<file path="src/rtl/main_ram_ctrl_if.sv">
// main_ram_ctrl_if: bundles the two client request ports (A = CPU, B = loader/DMA)
// and the asynchronous RAM pin bus that sit around main_ram_ctrl.
//   a_*/b_* : req/we/addr/wdata from the client, ack/rdata back to it
//   _ram_*  : active-low chip select, output enable and write strobe
//   ram_addr/ram_wdata to the RAM, ram_rdata from the RAM
// Modports:
//   slave  - the controller (receives requests, drives the RAM pins)
//   master - the environment (clients plus the RAM device)
interface main_ram_ctrl_if #(
    parameter int WIDTH      = 8,
    parameter int ADDR_WIDTH = 20
);
    logic                  a_req;
    logic                  a_we;
    logic [ADDR_WIDTH-1:0] a_addr;
    logic [WIDTH-1:0]      a_wdata;
    logic                  a_ack;
    logic [WIDTH-1:0]      a_rdata;

    logic                  b_req;
    logic                  b_we;
    logic [ADDR_WIDTH-1:0] b_addr;
    logic [WIDTH-1:0]      b_wdata;
    logic                  b_ack;
    logic [WIDTH-1:0]      b_rdata;

    logic                  _ram_cs;
    logic                  _ram_oe;
    logic                  _ram_w;
    logic [ADDR_WIDTH-1:0] ram_addr;
    logic [WIDTH-1:0]      ram_wdata;
    logic [WIDTH-1:0]      ram_rdata;

    modport slave (
        input  a_req, a_we, a_addr, a_wdata,
        output a_ack, a_rdata,
        input  b_req, b_we, b_addr, b_wdata,
        output b_ack, b_rdata,
        output _ram_cs, _ram_oe, _ram_w, ram_addr, ram_wdata,
        input  ram_rdata
    );

    modport master (
        output a_req, a_we, a_addr, a_wdata,
        input  a_ack, a_rdata,
        output b_req, b_we, b_addr, b_wdata,
        input  b_ack, b_rdata,
        input  _ram_cs, _ram_oe, _ram_w, ram_addr, ram_wdata,
        output ram_rdata
    );
endinterface

</file>
<file path="src/rtl/main_ram_ctrl.sv">
// main_ram_ctrl: two-port arbiter and strobe sequencer for the asynchronous main RAM.
// One single-word access at a time: IDLE (grant) -> SETUP (cs low, address/data
// settle) -> STROBE (oe or w low for WAIT_CYCLES clocks) -> HOLD (strobes high,
// cs low, one-cycle ack to the granted port) -> IDLE.
// Ports:
//   clk    - system clock, rising edge
//   reset  - synchronous, active-high
//   bus    - main_ram_ctrl_if.slave: port A/B request/ack buses and RAM pins
// All outputs are registered.
// Build option:
//   MAIN_RAM_CTRL_FIXED_PRIO_EN - when defined, port A always wins a tie
//   (B can starve); otherwise ties alternate round-robin.
module main_ram_ctrl #(
    parameter int WIDTH       = 8,
    parameter int ADDR_WIDTH  = 20,
    parameter int WAIT_CYCLES = 2
) (
    input logic              clk,
    input logic              reset,
    main_ram_ctrl_if.slave   bus
);
    // Strobe widths below one clock are not meaningful; clamp to 1.
    localparam int WAIT_EFF = (WAIT_CYCLES < 1) ? 1 : WAIT_CYCLES;
    localparam int CNT_W    = (WAIT_EFF > 1) ? $clog2(WAIT_EFF) : 1;
    localparam logic [CNT_W-1:0] CNT_LOAD = CNT_W'(WAIT_EFF - 1);

    localparam logic [1:0] IDLE   = 2'd0;
    localparam logic [1:0] SETUP  = 2'd1;
    localparam logic [1:0] STROBE = 2'd2;
    localparam logic [1:0] HOLD   = 2'd3;

    logic [1:0]       state;
    logic [CNT_W-1:0] cnt;
    logic             we_q;     // latched direction of the current access
    logic             gnt_b;    // 1 = current access belongs to port B
    logic             last_b;   // 1 = port B was granted most recently
    logic             pick_b;

    // Grant decision for the IDLE cycle; only meaningful when a request is present.
`ifdef MAIN_RAM_CTRL_FIXED_PRIO_EN
    always_comb pick_b = bus.b_req && !bus.a_req;
`else
    always_comb pick_b = bus.b_req && (!bus.a_req || !last_b);
`endif

    always_ff @(posedge clk) begin
        if (reset) begin
            state         <= IDLE;
            cnt           <= '0;
            we_q          <= 1'b0;
            gnt_b         <= 1'b0;
            last_b        <= 1'b1;   // so A wins the first tie after reset
            bus._ram_cs   <= 1'b1;
            bus._ram_oe   <= 1'b1;
            bus._ram_w    <= 1'b1;
            bus.ram_addr  <= '0;
            bus.ram_wdata <= '0;
            bus.a_ack     <= 1'b0;
            bus.b_ack     <= 1'b0;
            bus.a_rdata   <= '0;
            bus.b_rdata   <= '0;
        end else begin
            bus.a_ack <= 1'b0;
            bus.b_ack <= 1'b0;
            case (state)
                IDLE: begin
                    bus._ram_cs <= 1'b1;
                    bus._ram_oe <= 1'b1;
                    bus._ram_w  <= 1'b1;
                    if (bus.a_req || bus.b_req) begin
                        gnt_b         <= pick_b;
                        last_b        <= pick_b;
                        we_q          <= pick_b ? bus.b_we    : bus.a_we;
                        bus.ram_addr  <= pick_b ? bus.b_addr  : bus.a_addr;
                        bus.ram_wdata <= pick_b ? bus.b_wdata : bus.a_wdata;
                        bus._ram_cs   <= 1'b0;
                        state         <= SETUP;
                    end
                end
                SETUP: begin
                    cnt         <= CNT_LOAD;
                    bus._ram_oe <= we_q;
                    bus._ram_w  <= !we_q;
                    state       <= STROBE;
                end
                STROBE: begin
                    if (cnt == '0) begin
                        // oe is still low during this cycle, so ram_rdata is valid here.
                        if (!we_q) begin
                            if (gnt_b) bus.b_rdata <= bus.ram_rdata;
                            else       bus.a_rdata <= bus.ram_rdata;
                        end
                        bus._ram_oe <= 1'b1;
                        bus._ram_w  <= 1'b1;
                        bus.a_ack   <= !gnt_b;
                        bus.b_ack   <= gnt_b;
                        state       <= HOLD;
                    end else begin
                        cnt <= cnt - 1'b1;
                    end
                end
                HOLD: begin
                    bus._ram_cs <= 1'b1;
                    state       <= IDLE;
                end
                default: begin
                    bus._ram_cs <= 1'b1;
                    bus._ram_oe <= 1'b1;
                    bus._ram_w  <= 1'b1;
                    state       <= IDLE;
                end
            endcase
        end
    end
endmodule

</file>
<file path="src/flat_wrapper.sv">
// flat-port wrapper written by rule: the top's interface ports become plain ports
module main_ram_ctrl_flat 
#(
    parameter int WIDTH       = 8,
    parameter int ADDR_WIDTH  = 20,
    parameter int WAIT_CYCLES = 2
)
  (clk, reset, bus_a_req, bus_a_we, bus_a_addr, bus_a_wdata, bus_a_ack, bus_a_rdata, bus_b_req, bus_b_we, bus_b_addr, bus_b_wdata, bus_b_ack, bus_b_rdata, bus__ram_cs, bus__ram_oe, bus__ram_w, bus_ram_addr, bus_ram_wdata, bus_ram_rdata);
  main_ram_ctrl_if #(.WIDTH(WIDTH), .ADDR_WIDTH(ADDR_WIDTH)) bus_i ();
  input logic clk;
  input logic reset;
  input wire logic [$bits(bus_i.a_req)-1:0] bus_a_req;
  input wire logic [$bits(bus_i.a_we)-1:0] bus_a_we;
  input wire logic [$bits(bus_i.a_addr)-1:0] bus_a_addr;
  input wire logic [$bits(bus_i.a_wdata)-1:0] bus_a_wdata;
  output wire logic [$bits(bus_i.a_ack)-1:0] bus_a_ack;
  output wire logic [$bits(bus_i.a_rdata)-1:0] bus_a_rdata;
  input wire logic [$bits(bus_i.b_req)-1:0] bus_b_req;
  input wire logic [$bits(bus_i.b_we)-1:0] bus_b_we;
  input wire logic [$bits(bus_i.b_addr)-1:0] bus_b_addr;
  input wire logic [$bits(bus_i.b_wdata)-1:0] bus_b_wdata;
  output wire logic [$bits(bus_i.b_ack)-1:0] bus_b_ack;
  output wire logic [$bits(bus_i.b_rdata)-1:0] bus_b_rdata;
  output wire logic [$bits(bus_i._ram_cs)-1:0] bus__ram_cs;
  output wire logic [$bits(bus_i._ram_oe)-1:0] bus__ram_oe;
  output wire logic [$bits(bus_i._ram_w)-1:0] bus__ram_w;
  output wire logic [$bits(bus_i.ram_addr)-1:0] bus_ram_addr;
  output wire logic [$bits(bus_i.ram_wdata)-1:0] bus_ram_wdata;
  input wire logic [$bits(bus_i.ram_rdata)-1:0] bus_ram_rdata;
  assign bus_i.a_req = bus_a_req;
  assign bus_i.a_we = bus_a_we;
  assign bus_i.a_addr = bus_a_addr;
  assign bus_i.a_wdata = bus_a_wdata;
  assign bus_a_ack = bus_i.a_ack;
  assign bus_a_rdata = bus_i.a_rdata;
  assign bus_i.b_req = bus_b_req;
  assign bus_i.b_we = bus_b_we;
  assign bus_i.b_addr = bus_b_addr;
  assign bus_i.b_wdata = bus_b_wdata;
  assign bus_b_ack = bus_i.b_ack;
  assign bus_b_rdata = bus_i.b_rdata;
  assign bus__ram_cs = bus_i._ram_cs;
  assign bus__ram_oe = bus_i._ram_oe;
  assign bus__ram_w = bus_i._ram_w;
  assign bus_ram_addr = bus_i.ram_addr;
  assign bus_ram_wdata = bus_i.ram_wdata;
  assign bus_i.ram_rdata = bus_ram_rdata;
  main_ram_ctrl #(.WIDTH(WIDTH), .ADDR_WIDTH(ADDR_WIDTH), .WAIT_CYCLES(WAIT_CYCLES)) u_core (.clk(clk), .reset(reset), .bus(bus_i));
endmodule
</file>
<file path="config.mk">
export PLATFORM = sky130hd
export DESIGN_NAME = main_ram_ctrl_flat
export DESIGN_NICKNAME = d
export VERILOG_FILES = /design/src/rtl/main_ram_ctrl_if.sv /design/src/rtl/main_ram_ctrl.sv /design/src/flat_wrapper.sv
export SDC_FILE = /design/constraint.sdc
export NUM_CORES = 1
export LEC_CHECK = 0
export ABC_CLOCK_PERIOD_IN_PS = 2300
export CAP_MARGIN = 0
export CORE_UTILIZATION = 30
export CTS_CLUSTER_DIAMETER = 60
export CTS_CLUSTER_SIZE = 28
export DETAILED_ROUTE_END_ITERATION = 8
export DONT_BUFFER_PORTS = 1
export SYNTH_ARGS = -nofsm -noshare
export SYNTH_HDL_FRONTEND = slang
export SYNTH_SLANG_ARGS = --single-unit
</file>
<file path="constraint.sdc">
create_clock -name clk -period 2.3 [get_ports clk]
set_clock_uncertainty 0.2 [all_clocks]
set_input_delay 0.345 -clock clk [delete_from_list [all_inputs] [get_ports clk]]
set_output_delay 0.345 -clock clk [all_outputs]
set_load 0.02 [all_outputs]
</file>
== After elaboration in Yosys (flattened, before gate mapping) ==
Index checks and enable logic that the tools add are counted.
Word-level totals
  bits of input ports: 70
  logic and storage cells: 54
  output and inout port bits: 49
  flip-flop bits (word level): 55
Cells by class
  add/subtract/negate cells: 1
  bitwise logic cells: 4
  mux-type cells: 13
  reductions and logical operators: 17
  equality and inequality tests: 5
Operators with widths (number)
  20-bit two-way mux: 1
  8-bit two-way mux: 1
  2-bit case mux with 4 select lines: 1
  4-bit AND reduction: 2
  1-bit case mux with 3 select lines: 2
  2-bit AND reduction: 3
  2-bit == test (second input constant): 2
  1-bit zero test: 4
  1-bit two-way mux: 4
  2-bit two-way mux: 2
  1-bit NOT: 4
  1-bit case mux with 2 select lines: 2
  2-bit nonzero test: 2
  3-bit nonzero test: 1
  3-bit OR reduction: 1
  2-bit by 1-bit == test with 1-bit output (second input constant): 1
  2-bit zero test: 1
  1-bit logical OR: 2
  2-bit by 1-bit != test with 1-bit output (second input constant): 1
  2-bit != test (second input constant): 1
  1-bit logical AND: 1
  1-bit subtractor (second input constant): 1

== Logic depth before layout (Yosys ltp) ==
Gate-level depths: netlist of the first run.
  depth after elaboration: 4
  depth in mapped cells: 7
  depth with buffers taken out: 5

== Least setup slack after synthesis of the first run ==
No wires, ideal clock.
  path kind: register -> register
  start point: reg u_core.state[0]
  end point: reg u_core.bus.a_rdata[0]
  period minus slack after synthesis: 1.653 ns
  required time: 1.968 ns
  library setup time: 0.132 ns
  data arrival time: 1.321 ns
  slack: 0.647 ns
  path buffers: 1
  cell stages (with the launch flop): 7
  path through: dfxtp_1 -> inv_1 -> ha_1 -> or4b_4 -> buf_6 -> nand2_1 -> a21oi_1
On the way
  cells in the longest elaborated chain, start to end: 2
Ends and longest elaborated chain
  start, declared: RTL line main_ram_ctrl.sv:32  | logic [1:0] state;
  start signal, assigned: RTL line main_ram_ctrl.sv:48  | state <= IDLE;
  start signal, assigned: RTL line main_ram_ctrl.sv:77  | state <= SETUP;
  start signal, assigned: RTL line main_ram_ctrl.sv:84  | state <= STROBE;
  2-bit == test: RTL line main_ram_ctrl.sv:65  | case (state)
  4-bit AND reduction (no line)
  end signal, assigned: RTL line main_ram_ctrl.sv:91  | else bus.a_rdata <= bus.ram_rdata;
  end, declared: RTL line main_ram_ctrl_if.sv:36  | output a_ack, a_rdata,
No other way between the ends.
A chain may end at the register's enable or synchronous reset.

== Final worst setup path of the first run ==
  start point: reg u_core.state[0]
  end point: reg u_core.bus.ram_wdata[3]
On the way
  cells in the longest elaborated chain, start to end: 2
Ends and longest elaborated chain
  2-bit zero test: RTL line main_ram_ctrl.sv:65
  2-bit AND reduction (no line)
  end signal, assigned: RTL line main_ram_ctrl.sv:75  | bus.ram_wdata <= pick_b ? bus.b_wdata : bus.a_wdata;
  end, declared: RTL line main_ram_ctrl_if.sv:39  | output _ram_cs, _ram_oe, _ram_w, ram_addr, ram_wdata,
No other way between the ends.

==> flow_summary.json, run 1 <==
{
  "synth_compound_area_share_pct": 21.6,
  "grt-ovfl-total": 0,
  "finalMaxSlewViolations": 0,
  "hp-start": "bus_ram_rdata[7]",
  "dieHeight_um": 90.3,
  "p_total_uw": 3500,
  "crit_type": "reg2reg",
  "yosysWarningCount": 0,
  "finalHoldViolCount": 0,
  "startpoint_type": "flop",
  "synth_fp_nets": 348,
  "port_buffers": 0,
  "ctsResizeCount": 0,
  "clk_latency_ns": 0.30,
  "worstMarginPinSlew_ns": 0.587,
  "vdd_ir_drop_max_mv": 0.495,
  "busiest_layer": "met2",
  "synthFlopType": "dfxtp_1",
  "r2r_start": "u_core.state[0]",
  "cp_top_family": "compound AO/OA/AOI/OAI gates",
  "clkSlewWorstSetupHoldPaths_ns": 0.10,
  "nFillCells": 747,
  "cp_num_buf_inv": 2,
  "layout_commonest_cell": "dfxtp_1",
  "gp_congestion": 0.771,
  "powerDensity_nw_per_um2": 1220,
  "use_met3_pct": 5.89,
  "avgSynthCellArea_um2": 8.57,
  "endpoint_kind": "flop",
  "fin_nets": 375,
  "grt_usage_pct": 14.5,
  "synthSimpleGateAreaFrac_pct": 19.3,
  "antennaDiodeCount": 0,
  "syn-cell-area_um2": 2340,
  "regArea_um2": 1100,
  "synth_edf_count": 0,
  "ys_types": 29,
  "cts_buffer_depth": 2,
  "met2_usage_pct": 26.4,
  "worstHoldPathType": "in2reg",
  "grt_pass1_vias": 2026,
  "max_stage_delay_ns": 0.40,
  "start_util_pct": 31.6,
  "drc": 0,
  "fin_tns_setup_ns": 0,
  "r2r-end": "u_core.bus.ram_wdata[3]",
  "setup_viol": 0,
  "grt_pass1_wl_mm": 9.56,
  "min_path_cells": 2,
  "p_leak_uw": 0.00109,
  "area_growth_pct": 22.7,
  "critPathSlowestCell": "dfxtp_1",
  "die_area_um2": 8160,
  "outcome": "complete, no violations",
  "rrSetupSlack_ns": 0.41,
  "drt_iter0_drc": 38,
  "viasPerCell": 5.06,
  "root_buffer": "clkbuf_8",
  "met1_usage_pct": 15.4,
  "synth_top_family_by_area": "compound AO/OA/AOI/OAI gates",
  "max-cap-violations": 0,
  "grt_antenna_before_repair": 0,
  "cts.sinks": 55,
  "max_freq_ghz": 0.529,
  "cp_max_fo": 21,
  "finalCriticalPeriod_ns": 1.89,
  "num_rows": 31,
  "drive_gt1_share_pct": 6.31,
  "async_reset_ff_share_pct": 0,
  "crit_chain": "inv_1, ha_1, o21ai_2, buf_12, a21oi_1, a211oi_1",
  "firstDrtPassIters": 4,
  "num_vias": 2022,
  "htreeDepth": 2,
  "grt_max_degree": 54,
  "cts_tree": "built",
  "cts_inserted_buffers": 5,
  "die_w_um": 90.3,
  "period_share_pct": 82.2,
  "seq_area_frac_synth_pct": 47.1,
  "core_area_um2": 7410,
  "relSlewSlack_pct": 60.9,
  "synth_cells": 273,
  "wirelength_mm": 6.09,
  "r2r_cells": 6,
  "mostFrequentLayoutCells": "55 x dfxtp_1, 45 x nand2_1, 44 x nor2_1",
  "rsz0062_at_grt": "false",
  "synth_fa_ha_area_share_pct": 2.67,
  "synth-xor-area-share_pct": 0,
  "min_to": "u_core.bus.b_rdata[7]",
  "wl_per_cell_um": 15.2,
  "synth_mux_area_share_pct": 3.85,
  "crit_required_ns": 2.32,
  "ios": 119,
  "dp_hpwl_mm": 4.00,
  "synth_seq_cells": 55,
  "ant_nets": 0,
  "critPathArrivalTime_ns": 1.91,
  "multiInputGateArea_um2": 1110,
  "final_util_pct": 38.7
}
==> worst reg2reg max path, cell delays in order, from the launching register on <==
cell,delay [ns]
dfxtp_1,0.40
inv_1,0.10
ha_1,0.30
o21ai_2,0.25
buf_12,0.23
a21oi_1,0.07
a211oi_1,0.26
==> flip-flops by register name (all words and copies together) (netlist names) <==
| register | count |
|---|---|
| u_core.state | 2 |
| u_core.bus._ram_w | 1 |
| u_core.bus.b_ack | 1 |
| u_core.bus.b_rdata | 8 |
| u_core.we_q | 1 |
| u_core.bus.ram_wdata | 8 |
| u_core.bus.a_rdata | 8 |
| u_core.last_b | 1 |
| u_core.bus.a_ack | 1 |
| u_core.cnt | 1 |
| u_core.bus._ram_oe | 1 |
| u_core.bus.ram_addr | 20 |
| u_core.gnt_b | 1 |
| u_core.bus._ram_cs | 1 |
==> what timing repair did <==
action	CTS	global route
hold buffers	37	1
buffers inserted	0	0
hold endpoints to repair	53	1
==> cell usage after synthesis (all sizes together), types with 2 or more instances <==
cell type / instances / share of area, %
dfxtp: 55 / 47
nand2: 45 / 7.2
nor2: 44 / 7.1
a21oi: 39 / 8.3
a211oi: 30 / 9.6
buf: 15 / 4.3
mux2i: 9 / 3.9
clkbuf: 6 / 0.96
ha: 5 / 2.7
o21bai: 3 / 0.96
a22oi: 2 / 0.64
and4bb: 2 / 1.1
inv: 2 / 0.32
nand2b: 2 / 0.53
nor4b: 2 / 1.4
o21a: 2 / 0.64
==> worst max path at each step <==
stage,from,end,slack (ns),cells after the start
3_5_place_dp,u_core.state[0],u_core.bus.ram_addr[12],0.44,6
2_1_floorplan,u_core.state[0],u_core.bus.a_rdata[0],0.65,6
6_report,u_core.state[0],u_core.bus.ram_wdata[3],0.41,6
4_1_cts,u_core.state[0],u_core.bus.ram_addr[14],0.43,6
3_3_place_gp,u_core.state[1],u_core.bus.ram_addr[13],0.51,6
5_1_grt,u_core.state[0],u_core.bus.ram_addr[14],0.25,6
==> layout make-up <==
type	instances	share of cell area (%)
multi-input combinational	195	38.8
sequential	55	38.4
timing repair buffer	41	14.8
inverter	2	0.262
clock buffer	8	3.49
tap	99	4.32
==> where the power goes <==
part	total (uW)	internal (uW)	switching (uW)	leakage (uW)
clock	580	276	304	0.0000515
sequential	1740	1230	508	0.000452
combinational	1180	501	678	0.000591
==> per-layer routing <==
| metal | share of wire (%) | vias to the layer above |
|---|---|---|
| met5 | 0 | - |
| met3 | 10 | 6 |
| li1 | - | 991 |
| met2 | 49 | 92 |
| met4 | 1.0 | 0 |
| met1 | 40 | 933 |
==> per-stage QoR <==
| stage | worst slack (ns) | cell area [um2] | hold slack (ns) | cells |
|---|---|---|---|---|
| detailed placement | 0.440 | 2380 | 0.224 | 354 |
| global placement | 0.508 | 2380 | 0.222 | 354 |
| finish | 0.409 | 2870 | 0.00961 | 400 |
| global route | 0.248 | 2870 | 0.00203 | 400 |
| floorplan | 0.647 | 2340 | 0.281 | 273 |
| CTS | 0.426 | 2860 | 0.00131 | 399 |
==> kinds of logic after synthesis <==
family | after synthesis
multiplexers | 9
buffers and inverters | 23
AO/OA/AOI/OAI | 80
AND/OR/NAND/NOR | 101
adder cells (fa/ha/maj) | 5
flip-flops | 55
Note: power is estimated with default switching activity, not from simulation.
==> run 2, diff against run 1 <==
Settings changed: ABC_CLOCK_PERIOD_IN_PS 2300 to 1700.
Clock period 2.3 ns to 1.7 ns, I/O delays scaled along.
==> run 2 against run 1 <==
Combinational power increased by 67%. Cell area increased by 14%. Utilization increased by 5.5 points. Fmax increased by 16%. Sequential power increased by 35%. Via count increased by 9.9%. Register-to-register slack got worse by 0.34 ns. Wire length increased by 10%. Die area unchanged. First-iteration DRC count increased to 3.3 times the previous value. Sequential share of layout area decreased by 4.7 points. Setup slack got worse by 0.34 ns. Largest cell class unchanged. Highest routed layer unchanged.
==> flow_summary.json, run 2 (same netlist as run 1, synthesis figures left out) <==
{
  "outcome": "complete, no violations",
  "r2r_cells": 5,
  "grt_antenna_before_repair": 0,
  "setup_viol": 0,
  "cts_tree": "built",
  "ant_nets": 0,
  "finalMaxSlewViolations": 0,
  "r2r_start": "u_core.state[0]",
  "wl_per_cell_um": 15.4,
  "fin_tns_setup_ns": 0,
  "place_ws_ns": 0.00178,
  "wirelength_mm": 6.72,
  "worstMarginPinSlew_ns": 0.307,
  "crit_required_ns": 1.68,
  "clk_latency_ns": 0.30,
  "rsz0062_at_grt": "false",
  "drt_iter0_drc": 124,
  "viasPerCell": 5.10,
  "relSlewSlack_pct": 79.5,
  "cts_setup_buffers": 0,
  "port_buffers": 0,
  "largest_register_ffs": 20,
  "endpoint_kind": "flop",
  "stdcell_count": 436,
  "vdd_ir_drop_max_mv": 0.830,
  "cts_buffer_depth": 2,
  "dp_hpwl_mm": 4.05,
  "drive_gt1_share_pct": 9.50,
  "cts_inserted_buffers": 5,
  "setup_ws_ns": 0.0712,
  "drc": 0,
  "clkSlewWorstSetupHoldPaths_ns": 0.10,
  "mostFrequentLayoutCells": "67 x dlygate4sd3_1, 54 x dfxtp_1, 45 x nand2_1",
  "p_leak_uw": 0.00126,
  "num_rows": 31,
  "die_area_um2": 8160,
  "min_to": "u_core.last_b",
  "hp-start": "bus_a_req",
  "period_share_pct": 95.8,
  "finalCriticalPeriod_ns": 1.63,
  "regMostFlops": "u_core.bus.ram_addr",
  "dieHeight_um": 90.3,
  "ios": 119,
  "critPathArrivalTime_ns": 1.61,
  "min_path_cells": 2,
  "placedCellCount": 362,
  "whs_ns": 0.0254,
  "fin_nets": 413,
  "gp_congestion": 0.767,
  "core_area_um2": 7410,
  "final_util_pct": 44.2,
  "startpoint_type": "flop",
  "finalHoldViolCount": 0,
  "htreeDepth": 2,
  "area_growth_pct": 40.1,
  "root_buffer": "clkbuf_8",
  "cp_max_fo": 8,
  "grt_pass1_vias": 2193,
  "grt-ovfl-total": 0,
  "layout_commonest_cell": "dlygate4sd3_1",
  "num_vias": 2222,
  "grt_pass1_wl_mm": 10.6,
  "cts.sinks": 55,
  "die_w_um": 90.3,
  "antennaDiodeCount": 0,
  "max-cap-violations": 0,
  "r2r-end": "u_core.bus.a_rdata[2]",
  "grt_max_degree": 56,
  "rrSetupSlack_ns": 0.07,
  "powerDensity_nw_per_um2": 1530,
  "start_util_pct": 31.6,
  "max_freq_ghz": 0.614,
  "crit_type": "reg2reg",
  "grt_usage_pct": 16.1,
  "firstDrtPassIters": 4,
  "worstHoldPathType": "in2reg"
}
## run 2: worst max-delay path, stage by stage (launching register included)
cell and delay (ns):
dfxtp_1 0.33, inv_2 0.11, ha_4 0.17, or4b_4 0.52
nand2_1 0.10, a21oi_1 0.07
## run 2: worst max path at each step
stage	cells past startpoint	startpoint	slack [ns]	end
floorplan	6	u_core.state[0]	0.05	u_core.bus.a_rdata[0]
global placement	4	u_core.state[1]	0.06	u_core.bus.b_rdata[7]
detailed placement	5	u_core.state[0]	0.002	u_core.bus.b_rdata[5]
CTS	6	u_core.state[1]	0.003	u_core.bus.ram_addr[14]
global route	5	u_core.state[0]	0.005	u_core.bus.a_rdata[2]
finish	5	u_core.state[0]	0.07	u_core.bus.a_rdata[2]
## run 2: power breakdown
part,internal (uW),switching [uW],leakage [uW],total (uW)
clock network,277,401,0.0000371,677
registers,1670,684,0.000453,2350
logic,941,1030,0.000770,1970
## run 2: final cells by class
| cell class | count | area [um2] |
|---|---|---|
| clock buffer | 6 | 72.6 |
| fill | 680 | 4130 |
| inverter | 2 | 7.51 |
| timing repair buffer | 79 | 815 |
| multi-input combinational | 195 | 1160 |
| tap | 99 | 124 |
| sequential | 55 | 1100 |
## run 2: metal layers
metal	vias up	global-route usage (%)	share of wire, %
met5	-	0	0
met4	0	4.03	0.94
met3	6	5.72	10
met2	134	28.6	49
met1	1015	18.2	40
li1	1067	-	-
## run 2: stage by stage
| step | total power [uW] | area [um2] |
|---|---|---|
| 2_1_floorplan | 3560 | 2340 |
| 3_3_place_gp | 3990 | 2460 |
| 3_5_place_dp | 4040 | 2460 |
| 4_1_cts | 4890 | 3230 |
| 5_1_grt | 5350 | 3280 |
| 6_report | 5000 | 3280 |
## run 2: repair_timing
action / in CTS / in global routing
pin swaps: 0 / 0
hold buffers: 67 / 1
hold endpoints to repair: 54 / 1
resized for setup: 3 / 8
setup endpoints to repair: 6 / 43
==> run 3, diff against run 2 <==
Settings changed: CTS_CLUSTER_SIZE 28 to not set.
==> results of run 3 <==
Same layout as run 2: the final DEF is identical, and so are final timing and power.
